**src/rtl/if_fetch_ctrl_pkg.sv**
```systemverilog
// Shared constants and state encoding for the instruction-fetch controller.
package if_fetch_ctrl_pkg;

  localparam int WORD_SIZE = 16;
  localparam logic [WORD_SIZE-1:0] INSTR_RESET = 16'h0000;

  typedef enum logic [1:0] {
    IF_IDLE  = 2'd0,
    IF_REQ   = 2'd1,
    IF_VALID = 2'd2,
    IF_DROP  = 2'd3
  } if_state_e;

endpackage

```
**src/rtl/if_fetch_ctrl_if.sv**
```systemverilog
// Fetch-controller bus: PC load port, instruction-memory handshake and IF/ID side.
interface if_fetch_ctrl_if #(
  parameter int WORD_SIZE = if_fetch_ctrl_pkg::WORD_SIZE
);
  logic [WORD_SIZE-1:0] pc_cur;
  logic [WORD_SIZE-1:0] pc_next;
  logic                 update_pc;
  logic                 i_readM;
  logic [WORD_SIZE-1:0] i_address;
  logic [WORD_SIZE-1:0] i_data;
  logic                 i_ready;
  logic                 id_stall;
  logic                 id_redirect;
  logic [WORD_SIZE-1:0] id_target;
  logic                 if_valid;
  logic [WORD_SIZE-1:0] if_instr;
  logic [WORD_SIZE-1:0] if_pc;

  modport master (
    input  pc_cur, i_data, i_ready, id_stall, id_redirect, id_target,
    output pc_next, update_pc, i_readM, i_address, if_valid, if_instr, if_pc
  );

  modport slave (
    output pc_cur, i_data, i_ready, id_stall, id_redirect, id_target,
    input  pc_next, update_pc, i_readM, i_address, if_valid, if_instr, if_pc
  );
endinterface

```
**src/rtl/if_fetch_ctrl.sv**
```systemverilog
// Instruction-fetch controller: PC -> imem request/ready -> IF/ID valid/stall.
// Optional IF_FETCH_COUNT_EN adds num_fetch, a count of consumed instructions.
module if_fetch_ctrl #(
  parameter int WORD_SIZE = if_fetch_ctrl_pkg::WORD_SIZE,
  parameter logic [WORD_SIZE-1:0] INSTR_RESET = if_fetch_ctrl_pkg::INSTR_RESET
) (
  input  logic          clk,
  input  logic          reset_n,
`ifdef IF_FETCH_COUNT_EN
  output logic [WORD_SIZE-1:0] num_fetch,
`endif
  if_fetch_ctrl_if.master bus
);
  import if_fetch_ctrl_pkg::*;

  if_state_e            state, state_n;
  logic                 rd_q, rd_n;
  logic [WORD_SIZE-1:0] addr_q, addr_n;
  logic                 vld_q, vld_n;
  logic [WORD_SIZE-1:0] instr_q, instr_n;
  logic [WORD_SIZE-1:0] ipc_q, ipc_n;
  logic                 upd;
  logic [WORD_SIZE-1:0] pcn;

  always_ff @(posedge clk or negedge reset_n) begin
    if (!reset_n) begin
      state   <= IF_IDLE;
      rd_q    <= 1'b0;
      addr_q  <= '0;
      vld_q   <= 1'b0;
      instr_q <= INSTR_RESET;
      ipc_q   <= '0;
    end else begin
      state   <= state_n;
      rd_q    <= rd_n;
      addr_q  <= addr_n;
      vld_q   <= vld_n;
      instr_q <= instr_n;
      ipc_q   <= ipc_n;
    end
  end

  always_comb begin
    state_n = state;
    rd_n    = rd_q;
    addr_n  = addr_q;
    vld_n   = vld_q;
    instr_n = instr_q;
    ipc_n   = ipc_q;
    upd     = 1'b0;
    pcn     = bus.pc_cur;
    // A redirect always reloads the PC, whatever the state.
    if (bus.id_redirect) begin
      upd = 1'b1;
      pcn = bus.id_target;
    end
    case (state)
      IF_IDLE: begin
        if (!bus.id_redirect) begin
          rd_n    = 1'b1;
          addr_n  = bus.pc_cur;
          state_n = IF_REQ;
        end
      end
      IF_REQ: begin
        if (bus.id_redirect) begin
          // An in-flight request cannot be withdrawn; wait it out in DROP.
          if (bus.i_ready) begin
            rd_n    = 1'b0;
            state_n = IF_IDLE;
          end else begin
            state_n = IF_DROP;
          end
        end else if (bus.i_ready) begin
          instr_n = bus.i_data;
          ipc_n   = addr_q;
          vld_n   = 1'b1;
          rd_n    = 1'b0;
          upd     = 1'b1;
          pcn     = addr_q + WORD_SIZE'(1);
          state_n = IF_VALID;
        end
      end
      IF_VALID: begin
        if (bus.id_redirect) begin
          vld_n   = 1'b0;
          instr_n = INSTR_RESET;
          state_n = IF_IDLE;
        end else if (!bus.id_stall) begin
          rd_n    = 1'b1;
          addr_n  = bus.pc_cur;
          vld_n   = 1'b0;
          state_n = IF_REQ;
        end
      end
      IF_DROP: begin
        if (bus.i_ready) begin
          rd_n    = 1'b0;
          state_n = IF_IDLE;
        end
      end
      default: state_n = IF_IDLE;
    endcase
  end

  assign bus.pc_next   = pcn;
  assign bus.update_pc = upd;
  assign bus.i_readM   = rd_q;
  assign bus.i_address = addr_q;
  assign bus.if_valid  = vld_q;
  assign bus.if_instr  = instr_q;
  assign bus.if_pc     = ipc_q;

`ifdef IF_FETCH_COUNT_EN
  logic consume;
  assign consume = (state == IF_VALID) && !bus.id_stall && !bus.id_redirect;

  always_ff @(posedge clk or negedge reset_n) begin
    if (!reset_n)     num_fetch <= '0;
    else if (consume) num_fetch <= num_fetch + WORD_SIZE'(1);
  end
`endif

endmodule
```
**src/flat_wrapper.sv**
```systemverilog
// flat-port wrapper written by rule: the top's interface ports become plain ports
module if_fetch_ctrl_flat import if_fetch_ctrl_pkg::*;
#(
  parameter int WORD_SIZE = if_fetch_ctrl_pkg::WORD_SIZE,
  parameter logic [WORD_SIZE-1:0] INSTR_RESET = if_fetch_ctrl_pkg::INSTR_RESET
)
  (clk, reset_n, bus_pc_cur, bus_i_data, bus_i_ready, bus_id_stall, bus_id_redirect, bus_id_target, bus_pc_next, bus_update_pc, bus_i_readM, bus_i_address, bus_if_valid, bus_if_instr, bus_if_pc);
  if_fetch_ctrl_if #(.WORD_SIZE(WORD_SIZE)) bus_i ();
  input  logic clk;
  input  logic reset_n;
  input wire logic [$bits(bus_i.pc_cur)-1:0] bus_pc_cur;
  input wire logic [$bits(bus_i.i_data)-1:0] bus_i_data;
  input wire logic [$bits(bus_i.i_ready)-1:0] bus_i_ready;
  input wire logic [$bits(bus_i.id_stall)-1:0] bus_id_stall;
  input wire logic [$bits(bus_i.id_redirect)-1:0] bus_id_redirect;
  input wire logic [$bits(bus_i.id_target)-1:0] bus_id_target;
  output wire logic [$bits(bus_i.pc_next)-1:0] bus_pc_next;
  output wire logic [$bits(bus_i.update_pc)-1:0] bus_update_pc;
  output wire logic [$bits(bus_i.i_readM)-1:0] bus_i_readM;
  output wire logic [$bits(bus_i.i_address)-1:0] bus_i_address;
  output wire logic [$bits(bus_i.if_valid)-1:0] bus_if_valid;
  output wire logic [$bits(bus_i.if_instr)-1:0] bus_if_instr;
  output wire logic [$bits(bus_i.if_pc)-1:0] bus_if_pc;
  assign bus_i.pc_cur = bus_pc_cur;
  assign bus_i.i_data = bus_i_data;
  assign bus_i.i_ready = bus_i_ready;
  assign bus_i.id_stall = bus_id_stall;
  assign bus_i.id_redirect = bus_id_redirect;
  assign bus_i.id_target = bus_id_target;
  assign bus_pc_next = bus_i.pc_next;
  assign bus_update_pc = bus_i.update_pc;
  assign bus_i_readM = bus_i.i_readM;
  assign bus_i_address = bus_i.i_address;
  assign bus_if_valid = bus_i.if_valid;
  assign bus_if_instr = bus_i.if_instr;
  assign bus_if_pc = bus_i.if_pc;
  if_fetch_ctrl #(.WORD_SIZE(WORD_SIZE), .INSTR_RESET(INSTR_RESET)) u_core (.clk(clk), .reset_n(reset_n), .bus(bus_i));
endmodule
```
**config.mk**
```make
export PLATFORM = sky130hd
export DESIGN_NAME = if_fetch_ctrl_flat
export DESIGN_NICKNAME = d
export VERILOG_FILES = /design/src/rtl/if_fetch_ctrl_pkg.sv /design/src/rtl/if_fetch_ctrl_if.sv /design/src/rtl/if_fetch_ctrl.sv /design/src/flat_wrapper.sv
export SDC_FILE = /design/constraint.sdc
export NUM_CORES = 1
export LEC_CHECK = 0
export BUFFER_PORTS_ARGS = -buffer_cell sky130_fd_sc_hd__buf_2
export CAP_MARGIN = 20
export CELL_PAD_IN_SITES_DETAIL_PLACEMENT = 1
export CELL_PAD_IN_SITES_GLOBAL_PLACEMENT = 2
export CORE_ASPECT_RATIO = 1.25
export CORE_MARGIN = 5
export CORE_UTILIZATION = 29
export DETAILED_ROUTE_END_ITERATION = 6
export PLACE_DENSITY_LB_ADDON = 0.15
export SYNTH_ARGS = -nofsm -noshare
export SYNTH_HDL_FRONTEND = slang
export SYNTH_SLANG_ARGS = --single-unit
```
**constraint.sdc**
```tcl
create_clock -name clk -period 4.2 [get_ports clk]
set_clock_uncertainty 0.15 [all_clocks]
set_input_delay 0.63 -clock clk [delete_from_list [all_inputs] [get_ports clk]]
set_output_delay 0.63 -clock clk [all_outputs]
set_load 0.02 [all_outputs]
```
==> run summary <==
status = finished clean
Final Critical Period = 2.97 ns
DP Area = 0.00345 mm²
crit end category = output port
CP max stage delay = 0.54 ns
max-slew violations = 0
most used cell along the critical path = buf_2
clock slew at reported path FFs = 0.07 ns
DR iter-0 viols = 39
Max clock buf depth = 2
via count = 2,512
Starting Density = 0.298
global routing's busiest layer = met2
standby leakage power = 1.82 nW
FMAX = 336 MHz
Die X = 96.8 µm
slew margin rel. = 0.526
area of the die = 0.0115 mm²
GRT Util Overall = 0.155
Logic pwr share = 0.410
H-tree level count = 2
RSZ-0062 raised after global routing = false
worst setup margin = 1.23 ns
Worst Setup SP = bus_id_redirect
PortBufs = 119
R2R setup slack = 2.14 ns
CTS tree = done
Slew @ Worst Pin = 0.709 ns
IO Pins = 120
CP arrival = 2.19 ns
Mapped Nets = 350
WS Path Type = input pin to output port
clock share of power = 0.204
Ant. Diodes = 0
DPL Wire Length = 6610 µm
area grow syn2layout = 32.8%
total gr overflow = 0
Syn Inst Count = 296
first-pass GRT wire length = 14,500 µm
Slowest-stage cell, CP = nand3_1
CP startpoint kind = input pin
Critical Path Fanout Max = 15
Tcrit/Tclk final = 0.708
cell taking the most area after synthesis = dfrtp_1
Flop pwr share = 0.386
number of vias per cell = 4.72
switching fraction of total power = 0.436
worst path required time = 3.42 ns
#FFs+latches synth = 52
Post-CTS Hold Buffers = 0
Yosys top cell area share = 0.476
final cell count without fillers = 532
Residual DRC = 0
worst slack, placed = 1.19 ns
worst-path cell chain = buf_2 -> nor2_1 -> nand3_1 -> o221ai_1 -> buf_2
Die Y = 119 µm
cell internal pwr = 0.00136 W
Max-Cap Viols = 0
design area = 0.00363 mm²
routed len/inst = 16.4 µm
Placed Instances = 524
switching power = 0.00105 W
Num CTS Buffers = 5
DR pass1 iterations = 4
reg-to-reg startpoint = u_core.state[1]
post-synthesis sequential area ratio = 0.476
Setup TNS = 0 ns
Hold Path Class = input pin to async pin
initial antenna violation count = 0
CTS Sinks = 52
met2 usage = 0.275
Setup-failing EPs final = 0
CTS resizes = 0
core box area = 0.00917 mm²
number of global-route vias before repair = 2,751
final hold vios = 0
# Post-CTS Setup Buffers = 0
Max VDD drop = 231 µV
GP Congestion = 0.765
Worst-Skew Late Latency = 0.29 ns
final wirelength = 8750 µm
largest cells by area after synthesis = dfrtp_1 (48%), nand2_1 (14%), mux2_2 (4.5%), xnor2_1 (4.5%), nand3_1 (4.4%)
Mean Syn Cell Area = 9.23 µm²
Synth cell types = 35
proportion of layout cells with a drive suffix above 1 = 0.384
row count = 39
layout net count = 462
post-detailed-route count of antenna-violating nets = 0
synth warn = 0
Post-Syn Area = 0.00273 mm²
M3 GR Usage = 0.0371
Root Buffer = clkbuf_16
largest net degree at the start of global routing = 53
Power Density = 664 mW/mm²
M1 GR Usage = 0.190
sequential cells by signal (all words and copies together), names as in the netlist:
name                  flops
u_core.bus.i_readM        1
u_core.bus.if_instr      16
u_core.bus.if_pc         16
u_core.bus.i_address     16
u_core.bus.if_valid       1
u_core.state              2
logic make-up after synthesis:
family	count (synthesis)	synth area share
adder cells (fa/ha/maj)	1	0.00458
AND/OR/NAND/NOR	155	0.277
flip-flops	52	0.476
buffers and inverters	25	0.0412
multiplexers	16	0.0646
AO/OA/AOI/OAI	32	0.0879
XOR/XNOR	15	0.0481
cell usage in the layout, fill, tap and decap left out, types with 2 or more instances in the layout:
cell	Yosys	routed
nand3_1	24	24
mux2_2	11	11
nand4_4	4	4
nor4_2	2	2
o21ai_1	5	5
nand2_1	102	102
dfrtp_1	52	52
buf_2	14	119
a221oi_2	2	2
o211ai_1	3	3
nand3b_1	4	4
inv_1	6	6
buf_4	0	5
o21ai_0	7	7
nor3_1	6	6
nor2_1	8	8
mux2i_1	3	3
clkbuf_16	0	5
o221ai_1	4	4
mux2_1	2	2
a21oi_1	4	4
xnor2_1	14	14
routing by layer:
metal / wire (µm) / vias to the layer above
met5: 0 / -
li1: - / 1220
met4: 73 / 0
met2: 4510 / 74
met3: 467 / 4
met1: 3690 / 1214
through the flow:
stage / power, W / utilization / hold slack (ns)
6_report: 0.00241 / 0.395 / 0.314
5_1_grt: 0.00258 / 0.395 / 0.332
4_1_cts: 0.00246 / 0.395 / 0.321
3_5_place_dp: 0.00196 / 0.376 / 0.304
3_3_place_gp: 0.00194 / 0.376 / 0.293
2_1_floorplan: 0.00154 / - / 0.184
area by class of cell:
type                            instances  area, µm²
Fill cell                            1149       5550
Clock inverter                          2       38.8
Sequential cell                        52       1300
Multi-Input combinational cell        219       1340
Clock buffer                            6        139
Timing Repair Buffer                  124        633
Inverter                                6       22.5
Tap cell                              123        154
worst paths after layout:
kind / end / cells past startpoint
hold reg to reg: u_core.bus.if_instr[13] / 2
setup / recovery: bus_pc_next[13] / 5
min in group clk: u_core.bus.if_instr[13] / 2
setup reg to reg: u_core.bus.i_address[9] / 3
max in group asynchronous: u_core.bus.if_pc[14] / 2
hold / removal: u_core.bus.if_instr[6] / 2
critical path: cells and delay by family:
family / cells / cell delay (ns)
and+or+nand+nor: 2 / 0.75
AOI/OAI and AO/OA: 1 / 0.38
buffers and inverters: 2 / 0.43
power groups by stage:
| stage | logic [W] | clock network, W | registers [W] |
|---|---|---|---|
| 3_5_place_dp | 0.00101 | 0 | 0.000948 |
| 4_1_cts | 0.00101 | 0.000503 | 0.000939 |
| 6_report | 0.000988 | 0.000491 | 0.000930 |
| 5_1_grt | 0.00109 | 0.000522 | 0.000967 |
| 2_1_floorplan | 0.000418 | 0 | 0.00112 |
| 3_3_place_gp | 0.00100 | 0 | 0.000934 |
cell usage after synthesis:
cell type	count
a211oi_1	2
a21oi_1	4
a221oi_2	2
a31oi_4	1
buf_2	14
clkbuf_1	4
clkbuf_2	1
dfrtp_1	52
ha_1	1
inv_1	6
mux2_1	2
mux2_2	11
mux2i_1	3
nand2_1	102
nand2b_1	1
nand3_1	24
nand3b_1	4
nand4_4	4
nor2_1	8
nor2b_1	1
nor3_1	6
nor3_2	1
nor4_2	2
nor4_4	1
nor4bb_1	1
o211ai_1	3
o21a_1	1
o21ai_0	7
o21ai_1	5
o21bai_1	1
o221ai_1	4
o221ai_2	1
o22ai_1	1
xnor2_1	14
xor2_1	1
No activity file was read; power rests on OpenSTA's default activity.
